`src/rtl/fetch_queue.sv`:
```
// -----------------------------------------------------------------------------
// fetch_queue
//
// Circular instruction fetch queue between the fetch unit and decode.
// Entries hold a {pc, instr} pair and leave in strict push order.
//
// Parameters
//   DEPTH  number of entries (power of two, 2..16)
//   XLEN   width of the pc and instruction fields
//
// Ports
//   clk        clock, all state updates on the rising edge
//   reset      synchronous, active-high; clears pointers and count
//   flush      redirect; discards every stored entry
//   valid_in   fetch unit offers an entry
//   ready_in   queue can accept an entry (!full && !flush && !reset)
//   pc_in      pc of the offered entry
//   instr_in   instruction word of the offered entry
//   valid_out  head entry is presented to decode
//   ready_out  decode accepts the head entry
//   pc_out     pc of the head entry (don't-care while valid_out is 0)
//   instr_out  instruction of the head entry (don't-care while valid_out is 0)
//   count      number of stored entries
//   full       count == DEPTH
//   empty      count == 0
//
// Build option
//   FETCH_QUEUE_BYPASS_EN  when defined, an offer into an empty queue is shown
//                          to decode in the same cycle; if decode takes it,
//                          it is never written into storage.
// -----------------------------------------------------------------------------
module fetch_queue #(
   parameter int DEPTH = 4,
   parameter int XLEN  = 32
) (
   input  logic                       clk,
   input  logic                       reset,
   input  logic                       flush,
   input  logic                       valid_in,
   output logic                       ready_in,
   input  logic [XLEN-1:0]            pc_in,
   input  logic [XLEN-1:0]            instr_in,
   output logic                       valid_out,
   input  logic                       ready_out,
   output logic [XLEN-1:0]            pc_out,
   output logic [XLEN-1:0]            instr_out,
   output logic [$clog2(DEPTH+1)-1:0] count,
   output logic                       full,
   output logic                       empty
);

   localparam int PW = (DEPTH > 1) ? $clog2(DEPTH) : 1;
   localparam int CW = $clog2(DEPTH + 1);

   logic [XLEN-1:0] pc_mem    [DEPTH];
   logic [XLEN-1:0] instr_mem [DEPTH];

   logic [PW-1:0] wr_ptr;
   logic [PW-1:0] rd_ptr;
   logic [CW-1:0] count_q;

   logic empty_q;
   logic full_q;
   logic push;
   logic pop;

   function automatic logic [PW-1:0] next_ptr(input logic [PW-1:0] p);
      return (p == PW'(DEPTH - 1)) ? '0 : p + PW'(1);
   endfunction

   assign empty_q = (count_q == '0);
   assign full_q  = (count_q == CW'(DEPTH));

   // Status outputs read as the reset state for the whole reset cycle, even
   // before the clearing edge has been seen by the registers.
   assign count    = reset ? '0 : count_q;
   assign full     = full_q && !reset;
   assign empty    = empty_q || reset;

   // ready_in looks only at registered fullness plus flush/reset, so a pop
   // from a full queue frees a slot one cycle later.
   assign ready_in = !full_q && !flush && !reset;

`ifdef FETCH_QUEUE_BYPASS_EN
   logic bypass;

   assign bypass    = empty_q && valid_in && !flush && !reset;
   assign valid_out = (!empty_q || valid_in) && !flush && !reset;
   assign pc_out    = empty_q ? pc_in    : pc_mem[rd_ptr];
   assign instr_out = empty_q ? instr_in : instr_mem[rd_ptr];

   // A bypassed entry consumed by decode this cycle never touches storage.
   assign push = valid_in && ready_in && !(bypass && ready_out);
   assign pop  = !empty_q && valid_out && ready_out;
`else
   assign valid_out = !empty_q && !flush && !reset;
   assign pc_out    = pc_mem[rd_ptr];
   assign instr_out = instr_mem[rd_ptr];

   assign push = valid_in && ready_in;
   assign pop  = valid_out && ready_out;
`endif

   always_ff @(posedge clk) begin
      if (reset || flush) begin
         wr_ptr  <= '0;
         rd_ptr  <= '0;
         count_q <= '0;
      end else begin
         if (push) wr_ptr <= next_ptr(wr_ptr);
         if (pop)  rd_ptr <= next_ptr(rd_ptr);
         case ({push, pop})
            2'b10:   count_q <= count_q + CW'(1);
            2'b01:   count_q <= count_q - CW'(1);
            default: count_q <= count_q;
         endcase
      end
   end

   // Storage is intentionally not reset; only pointers/count define validity.
   always_ff @(posedge clk) begin
      if (push) begin
         pc_mem[wr_ptr]    <= pc_in;
         instr_mem[wr_ptr] <= instr_in;
      end
   end

endmodule
```
`config.mk`:
```
export PLATFORM = sky130hd
export DESIGN_NAME = fetch_queue
export DESIGN_NICKNAME = d
export VERILOG_FILES = /design/src/rtl/fetch_queue.sv
export SDC_FILE = /design/constraint.sdc
export NUM_CORES = 1
export LEC_CHECK = 0
export CAP_MARGIN = 30
export CORE_MARGIN = 3
export CORE_UTILIZATION = 25
export CTS_BUF_LIST = sky130_fd_sc_hd__clkbuf_4 sky130_fd_sc_hd__clkbuf_8 sky130_fd_sc_hd__clkbuf_16
export DETAILED_ROUTE_END_ITERATION = 6
export GPL_ROUTABILITY_DRIVEN = 0
export SLEW_MARGIN = 10
export SYNTH_ARGS = -nofsm -noshare
export SYNTH_HDL_FRONTEND = slang
export SYNTH_SLANG_ARGS = --single-unit
```
`constraint.sdc`:
```
create_clock -name clk -period 2.85 [get_ports clk]
set_clock_uncertainty 0.2 [all_clocks]
set_input_delay 0.285 -clock clk [delete_from_list [all_inputs] [get_ports clk]]
set_output_delay 0.285 -clock clk [all_outputs]
set_load 0.03 [all_outputs]
```
# ---- Word-level counts from Yosys, hierarchy flattened
# Memory sizes are Yosys's and may differ from the RTL's. A register that Yosys moved wholly into a read port is not among the register bits.
# Cells that the tools add are included.
dict set report totals {
  ff_bits 7
  mem_bits_rw 256
  out_inout_bits 71
  memories 2
}
dict set report classes {
  n_addsub 4
  n_eq_ne 5
  n_mux 10
  reduce_logical 15
}
# memory depth width read_ports rd_ports_with_merged_regs write_ports line
set memory_table {}
lappend memory_table {instr_mem 4 32 1 1 1 56} ;# logic [XLEN-1:0] instr_mem [DEPTH];
lappend memory_table {pc_mem 4 32 1 1 1 55} ;# logic [XLEN-1:0] pc_mem [DEPTH];
# operator n
set ops {}
lappend ops {{two-way mux 2 bit} 6}
lappend ops {{logical AND 1 bit} 7}
lappend ops {{== test 2 bit, second input constant} 3}
lappend ops {{case mux 3 bit (2 select lines)} 1}
lappend ops {{adder 2 x 1 -> 2 bit, second input constant} 2}
lappend ops {{logical NOT 1 bit} 4}
lappend ops {{adder 3 x 1 -> 3 bit, second input constant} 1}
lappend ops {{== test 3 bit, second input constant} 1}
lappend ops {{logical NOT 3 bit} 1}
lappend ops {{two-way mux 3 bit} 1}
lappend ops {{subtractor 3 x 1 -> 3 bit, second input constant} 1}
lappend ops {{== test 2 x 1 -> 1 bit, second input constant} 1}
lappend ops {{logical OR 1 bit} 2}
lappend ops {{two-way mux 1 bit} 2}
lappend ops {{nonzero test 2 bit} 1}

# ---- Depth between registers and ports, before layout
dict set report logic_depth {
  ltp_word 7
  depth_mapped 9
  ltp_nobuf 9
}

# ---- Worst setup path before layout
# Ideal clock, no wire load.
dict set report synth_timing {
  path_kind {input to register}
  start {input port flush}
  end {memory instr_mem[0][0], enable pin}
  setup_ps 429
  arrival_ps 2344
  required_ps 2221
  setup_slack_ps -123
  stages 2
  n_path_buf 0
  path_cell_list {nor3b_1 -> and3_1}
}
dict set report synth_via {
  elab_chain_len 6
}
# element line
set synth_lines {}
lappend synth_lines {{start, declared} 38} ;# input logic flush,
lappend synth_lines {{logical NOT 1 bit} 82} ;# assign ready_in = !full_q && !flush && !reset;
lappend synth_lines {{logical AND 1 bit (2 in a row)} 82}
lappend synth_lines {{logical AND 1 bit} 100} ;# assign push = valid_in && ready_in;
lappend synth_lines {{two-way mux 1 bit} 122} ;# if (push) begin
lappend synth_lines {{two-way mux 1 bit (not written as such)} 124} ;# instr_mem[wr_ptr] <= instr_in;
lappend synth_lines {{end, declared} 56}
# No other way between the ends.

==> flow_summary.toml <==
[cells_and_area]
layout_commonest_cell = "edfxtp_1"
regArea_um2 = 7880
final_cell_mix = "256 x edfxtp_1, 75 x clkdlybuf4s50_1, 64 x mux4_2"
fin_util = 0.338
areaGrowthSynthToFinish_pct = 31.4
diodes = 0
drive_gt1_frac = 0.239
final_area_um2 = 12900
fin_nets = 646
fillCellCount = 3595
multi_input_area_um2 = 1810

[clocking]
clk_pin_slew_worst_paths_ns = 0.06
h-tree-depth = 1
cts_root_buf = "clkbuf_16"
cts_made_buffers = 29
clock_path_buffers = 3
post_cts_buffers = 0
clock-sinks = 265
cts_tree = "yes"
worstSkewPairLatency_ns = 0.54
cts_hold_buf = 0

[floorplan]
core_um2 = 38100
initial_utilization = 0.257
die_area_um2 = 41600
num_io_pins = 140
fp.dieW_um = 204
rows = 71
die_h_um = 204

[detailed_routing]
routed_wl_mm = 20.2
routedWlPerCell_um = 18.4
vias = 4530
drt_iter0_markers = 214
drcViolationCount = 0
ant_nets = 0
drtPass1Iterations = 4
vias_per_cell = 4.11

[worst_setup_path]
crit_family = "buffers and inverters"
required_ns = 2.37
end_kind = "output port"
reg2regPathDepth = 9
r2r_end = "count_q[2]"
endpoint = "instr_out[30]"
cp_max_fo = 21
cp.arrival_ns = 2.17
r2r_start = "count_q[2]"
cp_cell_sequence = "buf_12, mux4_2, dlygate4sd2_1"
cp-start-kind = "flip-flop"
path_class = "flip-flop to output port"
cp_slowest_cell = "mux4_2"
r2r_setup_slack_ns = 0.26
cp.buffers_inverters = 2
crit_path_max_incr_delay_ns = 0.54
crit_cells = 3

[global_routing]
grt_pass1_vias = 4993
grt_pass1_wl_mm = 31.0
grt_max_degree = 49
track_usage = 0.0976
antenna_found_initial = 2
overflow = 0

[outcome]
outcome = "finished, final reports clean"

[sta]
timing.hold.ws_ns = 0.170
period_minus_slack_ns = 2.65
worstMarginPinSlew_ns = 0.391
drv_slew = 0
rsz0062_at_grt = "false"
setup_viol_count_final = 0
max_freq_mhz = 377
post-route-period-util = 0.931
finalHoldViolations = 0
slew_headroom = 0.737

[place]
dp_hpwl_mm = 12.5
postPlaceCellArea_um2 = 12000
io_buffers = 139

[run]
cap_viol_max_count = 0

[yosys]
ys_seq_elements = 265
syn_inst = 398
yosysTopAreaCell = "edfxtp_1"
synth_nets = 474
ys_seq_area_frac = 0.803
synth.avg_cell_area_um2 = 24.6
synth_area_leaders = "edfxtp_1 78%, mux4_2 15%, dfxtp_1 1.8%"
synth_cell_types = 28
yosysTopAreaCellShare = 0.784
syn_area_um2 = 9800
yosysWarnings = 0

[power_and_ir_drop]
powerDensity_nw_per_um2 = 644
leakage_nw = 4.09
ir_drop_mv = 0.392

[min_path]
hold_class = "input port to flip-flop"
==> per-stage QoR <==
stage	setup slack (ns)	instances	power, mW	setup TNS, ns
finish	0.198	1101	8.29	0
global placement	0.196	1050	4.75	0
CTS	-0.00588	1101	8.44	-0.00887
floorplan	0.441	398	4.54	0
detailed placement	0.158	1050	4.76	0
global route	0.0949	1101	8.61	0
==> timing repair <==
action / in CTS / in global routing
cloned: 0 / 0
resized for setup: 61 / 2
setup endpoints to repair: 60 / 2
==> how the worst min path moves through the flow <==
stage | endpoint | slack (ns) | cells after the start | startpoint
2_1_floorplan | instr_mem[0][0] | 0.18 | 0 | instr_in[0]
5_1_grt | instr_mem[2][13] | 0.15 | 1 | instr_in[13]
3_5_place_dp | flip-flop | 0.34 | 1 | rd_ptr[0]
3_3_place_gp | count_q[2] | 0.34 | 2 | count_q[2]
6_report | pc_mem[1][4] | 0.17 | 1 | pc_in[4]
4_1_cts | instr_mem[0][21] | 0.13 | 1 | instr_in[21]
==> worst reg2reg max path, stage by stage (launching register included) <==
cell and delay (ns):
dfxtp_1 0.42, or3b_4 0.45, and2_4 0.18, inv_1 0.06, ha_1 0.17, inv_1 0.06
fa_1 0.37, xor2_1 0.16, or3_1 0.31, a21oi_1 0.14
==> where the power goes <==
group | internal (mW) | leakage, nW | total [mW] | switching (mW)
registers | 4.31 | 2.39 | 4.32 | 0.0101
clock network | 2.22 | 0.472 | 3.63 | 1.42
logic | 0.156 | 1.24 | 0.329 | 0.173
total | 6.69 | 4.09 | 8.29 | 1.60
==> per-layer routing <==
layer,track usage,up-vias,share of wire
met5,0,-,0.0013
met4,0.0324,4,0.022
met3,0.0240,36,0.055
met2,0.159,107,0.49
met1,0.129,2357,0.43
li1,-,2026,-
==> state kept, by name, summed over array words and instances, names as in the netlist, named ones only <==
signal	cells
pc_mem	128
rd_ptr	2
count_q	3
instr_mem	128
wr_ptr	2
==> Yosys cell counts, drive strengths merged <==
master and number:
edfxtp 256, mux4 64, buf 13, dfxtp 9, inv 9, nor2 9, ha 6, and3 4
a21oi 3, nand3 3, o31ai 3, and2 2, clkbuf 2, o211ai 2, o21ai 2, or3 2
xor2 2, fa 1, nand2b 1, nor2b 1, nor3 1, nor3b 1, or2 1, or3b 1
==> cell type report <==
class	instances	area share
clock buffers	38	0.0616
clock inverters	13	0.0111
inverters	9	0.00262
multi-input cells	109	0.140
flip-flops and latches	265	0.612
well taps	511	0.0497
repair buffers	156	0.123
==> cells by family (layout without fill, tap and decap cells) <==
kind of cell               after synthesis  count (layout)  synth area share
buffers and inverters                   24             216            0.0149
adders and majority gates                7               7           0.00970
muxes                                   64              64             0.147
xor gates and xnor gates                 2               2           0.00179
and+or+nand+nor                         26              26            0.0147
AOI/OAI and AO/OA                       10              10           0.00919
DFF                                    265             265             0.803
(Power assumes the default switching activity.)
